### src/rtl/cg_delay_ctrl.sv
// Circular-buffer controller for a clock-gated tap delay line with tap scan.
// Define CG_DELAY_CTRL_OLDEST_FIRST_EN to scan oldest-to-newest.
module cg_delay_ctrl #(
    parameter  int LENGTH = 16,
    parameter  int WIDTH  = 8,
    localparam int PW     = $clog2(LENGTH)
) (
    input  logic                      clk,
    input  logic                      reset,
    input  logic                      in_valid,
    input  logic [WIDTH-1:0]          in_data,
    output logic                      in_ready,
    input  logic                      flush,
    output logic [LENGTH-1:0]         cg_en,
    output logic [LENGTH*WIDTH-1:0]   reg_in,
    output logic                      rd_valid,
    input  logic                      rd_ready,
    output logic [PW-1:0]             rd_idx,
    output logic [PW-1:0]             rd_age,
    output logic                      rd_zero,
    output logic                      rd_last,
    output logic [PW:0]               fill
);

    typedef enum logic [1:0] {
        IDLE,
        WRITE,
        SCAN,
        FLUSH
    } state_t;

    localparam logic [PW:0]   LEN  = (PW+1)'(LENGTH);
    localparam logic [PW-1:0] LAST = PW'(LENGTH-1);

    state_t          state, state_nx;
    logic [PW-1:0]   wr_ptr;
    logic [PW-1:0]   k;
    logic [PW:0]     pos;
    logic [PW-1:0]   age;
    logic            scan;

    assign in_ready = (state == IDLE) && !flush && !reset;
    assign scan     = (state == SCAN);

    always_comb begin
        state_nx = state;
        unique case (state)
            IDLE: begin
                if (flush)
                    state_nx = FLUSH;
                else if (in_valid)
                    state_nx = WRITE;
            end
            WRITE:   state_nx = SCAN;
            SCAN: begin
                if (rd_ready && rd_last)
                    state_nx = IDLE;
            end
            FLUSH:   state_nx = IDLE;
            default: state_nx = IDLE;
        endcase
    end

    // pos stays below 2*LENGTH, so one conditional subtract gives the modulo
    always_comb begin
`ifdef CG_DELAY_CTRL_OLDEST_FIRST_EN
        age = LAST - k;
        pos = {1'b0, wr_ptr} + {1'b0, k};
`else
        age = k;
        pos = {1'b0, wr_ptr} + {1'b0, LAST} - {1'b0, k};
`endif
        rd_valid = scan;
        rd_age   = scan ? age : '0;
        rd_idx   = '0;
        if (scan)
            rd_idx = PW'((pos >= LEN) ? pos - LEN : pos);
        rd_zero  = scan && ({1'b0, age} >= fill);
        rd_last  = scan && (k == LAST);
    end

    always_ff @(posedge clk) begin
        if (reset) begin
            state  <= IDLE;
            wr_ptr <= '0;
            fill   <= '0;
            k      <= '0;
            cg_en  <= '0;
            reg_in <= '0;
        end else begin
            state <= state_nx;
            unique case (state)
                IDLE: begin
                    if (flush) begin
                        cg_en  <= '1;
                        reg_in <= '0;
                    end else if (in_valid) begin
                        cg_en  <= {{(LENGTH-1){1'b0}}, 1'b1} << wr_ptr;
                        reg_in <= {LENGTH{in_data}};
                    end
                end
                WRITE: begin
                    cg_en  <= '0;
                    wr_ptr <= (wr_ptr == LAST) ? '0 : wr_ptr + 1'b1;
                    fill   <= (fill == LEN) ? fill : fill + 1'b1;
                    k      <= '0;
                end
                SCAN: begin
                    if (rd_ready && !rd_last)
                        k <= k + 1'b1;
                end
                FLUSH: begin
                    cg_en  <= '0;
                    wr_ptr <= '0;
                    fill   <= '0;
                end
                default: cg_en <= '0;
            endcase
        end
    end

endmodule

### config.mk
export PLATFORM = sky130hd
export DESIGN_NAME = cg_delay_ctrl
export DESIGN_NICKNAME = d
export VERILOG_FILES = /design/src/rtl/cg_delay_ctrl.sv
export SDC_FILE = /design/constraint.sdc
export NUM_CORES = 1
export LEC_CHECK = 0
export CORE_MARGIN = 3
export CORE_UTILIZATION = 40
export CTS_CLUSTER_SIZE = 12
export DETAILED_ROUTE_END_ITERATION = 8
export DONT_BUFFER_PORTS = 1
export GPL_TIMING_DRIVEN = 0
export MAX_ROUTING_LAYER = met4
export SKIP_LAST_GASP = 1
export SYNTH_ARGS = -nofsm -noshare
export SYNTH_HDL_FRONTEND = slang
export SYNTH_SLANG_ARGS = --single-unit
export TNS_END_PERCENT = 10
### constraint.sdc
create_clock -name clk -period 1.9 [get_ports clk]
set_input_delay 0.19 -clock clk [delete_from_list [all_inputs] [get_ports clk]]
set_output_delay 0.19 -clock clk [all_outputs]
set_load 0.01 [all_outputs]
==> flow_metrics.tcl <==
set metrics [dict create \
    outcome "completed" \
    fin_total_pwr_mw 2.11 \
    via_per_inst 4.80 \
    r2r-end "fill[2]" \
    max_stage_delay_ns 0.45 \
    die_w_um 90.3 \
    p_leak_nw 1.49 \
    yosysTopAreaCell "buf_4" \
    worstPathArrival_ns 1.71 \
    syn_avg_cell_area_um2 8.44 \
    wire_per_inst_um 15.0 \
    start_util_pct 41.6 \
    ioPinCount 174 \
    holdPathEnd "reg_in[126]" \
    cts.path.max_buffers 2 \
    drc 0 \
    internal_power_mw 1.47 \
    worstHoldStart "in_data[6]" \
    post_cts_buffers 0 \
    cts_tree "yes" \
    gp_congestion 0.789 \
    cts_root_buf "clkbuf_8" \
    first_pass_iters 4 \
    synthesis.area_um2 2840 \
    numPortBuffers 0 \
    fp.dieH_um 90.3 \
    insertedDiodeCount 0 \
    numCtsBuffers 5 \
    syn_nets 367 \
    vias 2117 \
    maxCapViolCount 0 \
    r2r-start "state[1]" \
    finalClockSkew_ns 0.00937 \
    seq_power_share_pct 45.3 \
    core_area_um2 6830 \
    grt-ovfl-total 0 \
    crit_required_ns 1.71 \
    synthFlopType "dfxtp_1" \
    crit_type "reg -> out" \
    worstMarginPinSlew_ns 0.819 \
    grt_pass1_vias 1927 \
    path_buf_inv 1 \
    critPathTopFamily "adder cells" \
    swShare_pct 30.4 \
    finalCritPeriodShare_pct 99.8 \
    hold_depth 1 \
    clkPwrFrac_pct 33.3 \
    routed_wl_mm 6.61 \
    seq_area_frac_synth_pct 27.5 \
    whs_ns 0.0256 \
    slew_headroom_pct 45.0 \
    finalSetupViolCount 0 \
    hp-class "in -> reg" \
    endpoint_kind "output port" \
    row_count 30 \
    synth_top_area_share_pct 31.7 \
    cts_hold_buf 0 \
    crit_path_start_kind "flip-flop" \
    synth_edf_count 0 \
    reg2reg_depth 4 \
    syn2layout_area_growth_pct 8.97 \
    tns_ns 0 \
    fin_nets 374 \
    place_hpwl_mm 5.11 \
    cts_sinks 39 \
    ys_ff_latch 39 \
    reg2reg_slack_ns 0.30 \
    ys_types 44 \
    clk-insertion-delay-late_ns 0.29 \
    mostFrequentLayoutCell "buf_4" \
    powerDensity_nw_per_um2 680 \
    grt_use_total_pct 15.6 \
    synthArstFlopShare_pct 0 \
    drt_iter0_drc 62 \
    p_sw_uw 640 \
    clk_pin_slew_ns 0.08 \
    hold_viol 0 \
    slowest_stage "dfxtp_1" \
    antenna_left 0 \
    grt_max_degree 18 \
    htree_levels 2 \
    grt_setup_unrepaired "true" \
    fin_crit_ns 1.90 \
    critPathMaxFanout 6 \
    die_area_um2 8160 \
    drv_slew 0 \
    peakVddDrop_mv 0.337 \
    grt_pass1_wl_mm 10.3 \
    p_comb_share_pct 21.3 \
    antenna_found_initial 0 \
    synthCells 337 \
    drive_gt1_share_pct 41.7 \
    fmax_mhz 527 \
    ys_top_cells_by_area "buf_4, dfxtp_1, ha_1" \
    yosys_warnings 0 \
    cts_resized 4 \
    crit_chain "ha_1 -> inv_1 -> fa_1 -> xor2_1 -> nor2_2" \
    mostFrequentLayoutCells "buf_4, dfxtp_1, nor2_1, a21oi_1, ha_1" \
]
-- power groups by stage --
| stage | Combinational [mW] | Sequential [mW] | Clock, mW |
|---|---|---|---|
| 2_1_floorplan | 0.383 | 0.954 | 0 |
| 3_3_place_gp | 0.446 | 0.975 | 0 |
| 3_5_place_dp | 0.448 | 0.976 | 0 |
| 4_1_cts | 0.453 | 0.958 | 0.724 |
| 5_1_grt | 0.491 | 0.968 | 0.749 |
| 6_report | 0.450 | 0.955 | 0.703 |
-- Yosys cell counts (all sizes together), types with 2 or more instances --
library cell    n
a2111oi         3
a21o            2
a21oi          19
a22o            8
a2bb2oi         2
a31oi           3
and2            2
and3            4
buf           125
clkbuf          9
dfxtp          39
ha             16
inv            16
mux2i           3
nand2           3
nand2b          5
nand3           5
nand4           2
nor2           29
nor3            4
nor4            3
o21ai           5
o2bb2ai        14
xor2            2
-- per-stage QoR --
stage	std cells	utilization [%]	worst slack, ns	cell area (um^2)
finish	441	45.4	0.00330	3100
global route	441	45.4	-0.0666	3100
CTS	441	45.3	-0.0135	3090
detailed placement	433	43.4	0.229	2960
global placement	433	43.4	0.247	2960
floorplan	337	-	0.386	2840
-- state kept, by name, indices dropped and copies added (netlist names) --
name    flops
cg_en      16
reg_in      8
fill        5
age         4
wr_ptr      4
state       2
-- logic make-up after synthesis --
kind of cell / Yosys count / synth area share, %
xor+xnor: 3 / 0.924
buf+inv: 150 / 35.8
mux: 3 / 1.06
fa+ha+maj: 17 / 7.74
simple gates: 62 / 11.1
compound gates: 63 / 15.9
flops: 39 / 27.5
-- worst register-to-register path: stages, from the launching register on --
cell,delay (ns)
dfxtp_1,0.37
clkbuf_1,0.24
nor2b_1,0.53
o2111ai_1,0.20
a21oi_1,0.18
-- per-layer routing --
layer | global-route usage [%] | share of wire [%]
met4 | 2.68 | 0.64
met1 | 18.8 | 42
met2 | 25.8 | 49
met3 | 5.25 | 8.1
met5 | - | 0
-- worst max-delay path by stage --
stage | start | slack, ns | cells past startpoint | endpoint
2_1_floorplan | age[0] | 0.39 | 6 | rd_zero
3_3_place_gp | fill[1] | 0.25 | 5 | rd_zero
3_5_place_dp | fill[1] | 0.23 | 5 | rd_zero
4_1_cts | age[1] | -0.01 | 6 | rd_idx[3]
5_1_grt | fill[1] | -0.07 | 5 | rd_zero
6_report | wr_ptr[0] | 0.003 | 5 | rd_idx[2]
-- cell type report --
cell class | count | area, um^2
Buffer | 134 | 958
Clock buffer | 5 | 68.8
Clock inverter | 3 | 43.8
Fill cell | 675 | 3730
Inverter | 16 | 60.1
Multi-Input combinational cell | 148 | 1060
Sequential cell | 39 | 783
Tap cell | 96 | 120
No activity file was read; power rests on OpenSTA's default activity.
==> edit 1, RTL diff (same settings) <==
Encoding of `state_t`: now one-hot (4 bits for 4 states).
--- a/src/rtl/cg_delay_ctrl.sv
+++ b/src/rtl/cg_delay_ctrl.sv
@@ -22,11 +22,11 @@
     output logic [PW:0]               fill
 );
 
-    typedef enum logic [1:0] {
-        IDLE,
-        WRITE,
-        SCAN,
-        FLUSH
+    typedef enum logic [3:0] {
+        IDLE  = 4'b0001,
+        WRITE = 4'b0010,
+        SCAN  = 4'b0100,
+        FLUSH = 4'b1000
     } state_t;
 
     localparam logic [PW:0]   LEN  = (PW+1)'(LENGTH);
Formal check against the unedited RTL: same outputs for any inputs over 4 cycles, from zero or initial values and one cycle with reset high; so few cycles prove little.
==> edit 1 against the original RTL <==
Cell area is 8.3% higher; area after synthesis increased by 7.4%; first-iteration DRC count up 42%; critical path depth increased by 1; non-clock buffer count up 2; synthesized cell count is 11% higher; core utilization rose by 0.43 points; power rose by 2.8%; setup slack improved by 28 ps; wire length increased by 6.5%; final cell count increased by 9.5%; critical endpoint is now rd_zero; sequential cell count increased by 2.
==> edit 1: results (changes against the original RTL) <==
Worst setup path
  • Crit path launch: age[0]$_SDFFE_PP0P_
  • CP arrival: 1680 ps (-30 ps)
  • Worst R2R Path Depth: 5 (+1)

Route
  • Metal3 WL: 595 microns (+11%)
  • DR vias: 2319 (+9.5%)
  • Met2 WL: 3.36 mm (+4.1%)
  • WL final: 7.04 mm (+6.5%)
  • Routed vias/inst: 4.80 (about the same)

Place
  • Post-Place Worst Slack: -107 ps (-337 ps)
  • Placed insts: 473 (+9.2%)
  • Placement-stage cell area: 3180 sq um (+7.2%)
  • RePlAce Congestion: 0.813 (+3.0%)
  • Detailed placement HPWL: 5.38 mm (+5.3%)

Finish
  • Layout cells sized above 1: 0.406 (-0.0111)
  • NumNets Final: 413 (+10%)
  • Filler instances: 718 (+6.4%)

Status
  • Status: complete, no violations

Synthesis
  • Post-synthesis sequential area ratio: 0.269 (-0.00578)
  • Synth cell types: 42 (-4.5%)
  • Syn_nets: 404 (+10%)

Global route
  • M3 GR Usage: 0.0354 (-0.0171)
  • Grt met2 use: 0.250 (-0.00747)
  • GRT met1 Usage: 0.186 (-0.00112)
  • First-pass GRT wire length: 10.3 mm (+0.54%)
  • Vias in the first global route: 1942 (+0.78%)
  • Total Routing Usage GR: 0.151 (-0.00473)

Pwr
  • Worst vdd ir: 300 uV (-11%)
  • LEAKAGE: 1.57 nW (+5.1%)
  • PD cells: 645 nW/um^2 (-5.1%)

STA
  • Final WS setup: 31.5 ps (+28.2 ps)
  • Fin Hold WS: 39.4 ps (+13.8 ps)
  • Final Skew: 9.44 ps (+0.0724 ps)

CTS
  • CTS Root Cell: clkbuf_8

Worst hold path
  • Hold wc startpoint: in_data[1]
edit 1: changes by cell type in the layout (fill, tap and decap cells not counted), sizes merged, moves of 6 or more:
cell     change
nand3b       +6
o31ai        +8
a22oi        +7
o2bb2ai     -14
a21oi       +10
nor2         +7
a22o         -8
nand2        +8
or3          +9
edit 1: final timing paths:
path | to
min | reg_in[121]$_SDFFE_PP0P_
min reg2reg | age[0]$_SDFFE_PP0P_
max | rd_zero
max reg2reg | fill[1]$_SDFFE_PP0P_
edit 1: repair_timing:
action | CTS | global route
endpoints found under the hold margin | 0 | 0
buffers inserted | 0 | 3
pin swaps | 0 | 2
gates resized for setup | 8 | 7
setup endpoints to repair | 11 | 29
hold buffers | 0 | 0
edit 1: cells by family (layout without fill, tap and decap cells):
kind of cell,count (synthesis),count (layout),share of synthesized area
and+or+nand+nor,91,91,0.159
muxes,3,3,0.0102
AOI/OAI and AO/OA,65,65,0.137
buffers and inverters,150,160,0.333
DFF,41,41,0.269
xor gates and xnor gates,7,7,0.0201
adders and majority gates,17,17,0.0721
edit 1: final cells by class:
cell class | instances | area share
timing repair buffer | 3 | 0.00671
inverter | 16 | 0.0179
tap | 99 | 0.0369
multi-input combinational | 183 | 0.373
clock buffer | 5 | 0.0205
clock inverter | 3 | 0.0138
buffer | 133 | 0.284
sequential | 41 | 0.246
edit 1: critical path, stage by stage (launching register included):
cell	delay, ps
dfxtp_2	370
inv_1	90
ha_1	260
nand2b_1	140
a21o_1	180
a211oi_2	240
nor4_2	100
edit 1: power breakdown:
part           internal [mW]  switching [mW]  leakage [nW]  total, mW
clock                  0.394           0.330        0.0543      0.724
combinational          0.224           0.226          1.18      0.451
sequential             0.906          0.0869         0.337      0.993
==> edit 2, RTL diff (same flow settings) <==
Made on the original files. The option `CG_DELAY_CTRL_OLDEST_FIRST_EN` is turned on by a define.
--- a/src/rtl/cg_delay_ctrl.sv
+++ b/src/rtl/cg_delay_ctrl.sv
@@ -1,5 +1,7 @@
 // Circular-buffer controller for a clock-gated tap delay line with tap scan.
 // Define CG_DELAY_CTRL_OLDEST_FIRST_EN to scan oldest-to-newest.
+`define CG_DELAY_CTRL_OLDEST_FIRST_EN
+
 module cg_delay_ctrl #(
     parameter  int LENGTH = 16,
     parameter  int WIDTH  = 8,
Behaviour: not the same (a bounded check fails within 4 cycles, from zero or initial values and one cycle with reset high).
==> edit 2 against the original RTL <==
Wire length grew 1.8%; sequential cell count unchanged; die area increased by 2.6%; area after synthesis up 2.8%; cell area rose by 3.2%; setup slack improved by 38 ps; maximum frequency rose by 2.0%; power rose by 7.3%; largest cell class unchanged.
==> edit 2: results (changes against the original RTL) <==
Status
  • Status: complete, no violations

Finish
  • Largest registers: cg_en: 16 flops, reg_in: 8 flops, fill: 5 flops
  • NumNets Final: 370 (-1.1%)
  • Ant diodes: 0 (unchanged)
  • Layout cells sized above 1: 0.457 (+0.0401)

Route
  • WL final: 6.72 mm (+1.8%)
  • Highest metal used: met4
  • DR vias: 2053 (-3.0%)
  • Met1 WL: 2.79 mm (-0.61%)
  • Metal3 WL: 694 microns (+30%)
  • DR pass1 iterations: 4 (unchanged)
  • Met2 WL: 3.17 mm (-1.8%)
  • Initial drt markers: 32 (-48%)

Synthesis
  • Syn_nets: 363 (-1.1%)
  • Ys Warns: 0 (unchanged)
  • Synth Flop Type: dfxtp_1
  • Synth cell types: 43 (-2.3%)
  • Post-synthesis sequential area ratio: 0.267 (-0.00740)
  • Top cells by area, synth: buf_4, dfxtp_1, ha_1, o2bb2ai_2, a21oi_1
  • Post-synth ARST share: 0 (unchanged)
  • Synth cell count leaders: buf_4, dfxtp_1, nor2_1

STA
  • Final Skew: 6.27 ps (-3.09 ps)
  • Slew @ Worst Pin: 657 ps (-161 ps)
  • Final Hold Fails: 0 (unchanged)

Place
  • Post-Place Worst Slack: 80.1 ps (-149 ps)
  • I/O Buffers: 0 (unchanged)
  • Placement-stage cell area: 3040 sq um (+2.7%)
  • RePlAce Congestion: 0.792 (+0.30%)
  • Detailed placement HPWL: 5.20 mm (+1.6%)

Global route
  • Total Routing Usage GR: 0.154 (-0.00171)
  • Grt met2 use: 0.251 (-0.00686)
  • First-pass GRT wire length: 10.4 mm (+0.80%)
  • M3 GR Usage: 0.0605 (+0.00798)
  • GRT met1 Usage: 0.178 (-0.00975)
  • Vias in the first global route: 1969 (+2.2%)
  • Initial antenna violation count: 0 (unchanged)
  • Largest net degree at the start of global routing: 18 (unchanged)

CTS
  • Number of CTS-inserted buffers: 5 (unchanged)
  • CTS max path bufs: 2 (unchanged)
  • H-tree Lvls: 2 (unchanged)
  • Post-CTS setup buffers: 0 (unchanged)
  • Clk_lat worst skew: 300 ps
  • CTS Root Cell: clkbuf_8
  • Clock-pin transition on the worst setup and hold timing paths: 80 ps (about the same)

Pwr
  • Worst vdd ir: 406 uV (+21%)
  • LEAKAGE: 1.56 nW (+4.5%)

Worst setup path
  • CP Class: flip-flop to output port
  • Crit Path Max Fanout: 7 (+1)
  • CP arrival: 1670 ps (-40 ps)

Worst hold path
  • Worst hold path type: input pin to flip-flop
[edit 2: per-stage QoR]
stage	util	cells	hold WS, ps
detailed placement	0.438	429	326
CTS	0.460	437	8.12
finish	0.461	437	20.0
global placement	0.438	429	324
floorplan	-	333	323
global route	0.461	437	7.21
[edit 2: worst max-delay path, stage by stage (launching register included)]
cell	delay [ps]
dfxtp_4	380
ha_1	280
nand2b_1	140
a21o_1	170
a211oi_1	280
nor4_2	110
[edit 2: timing repair]
| item | 4_1_cts | 5_1_grt |
|---|---|---|
| gates resized for setup | 5 | 2 |
| gates cloned | 0 | 0 |
| setup endpoints to repair | 1 | 10 |
[edit 2: final cells by class]
cell class	count	area, sq um
buffer	132	986
clock buffer	5	68.8
clock inverter	3	67.6
fill	684	3740
inverter	16	60.1
multi-input combinational	146	1110
sequential	39	788
tap	96	120
[edit 2: cell families after synthesis]
| group | Yosys count | synth area share |
|---|---|---|
| compound gates | 65 | 0.176 |
| fa+ha+maj | 17 | 0.0753 |
| simple gates | 55 | 0.0942 |
| flops | 39 | 0.267 |
| xor+xnor | 3 | 0.00899 |
| buf+inv | 148 | 0.358 |
| mux | 6 | 0.0210 |
[edit 2: worst paths after layout]
kind	cells past startpoint	slack [ps]	from	to
min reg2reg	1	520	cg_en[15]$_SDFFE_PP0P_	cg_en[15]$_SDFFE_PP0P_
max	5	40	fill[0]$_SDFFE_PP0P_	rd_zero
min	1	20	in_data[3]	reg_in[123]$_SDFFE_PP0P_
max reg2reg	6	280	state[0]$_SDFFE_PP0P_	k[0]$_SDFFE_PP0P_
[edit 2: power by group]
group          internal, mW  switching, mW
Clock                 0.524          0.313
Combinational         0.218          0.242
Sequential            0.868         0.0965
Total                  1.61          0.652
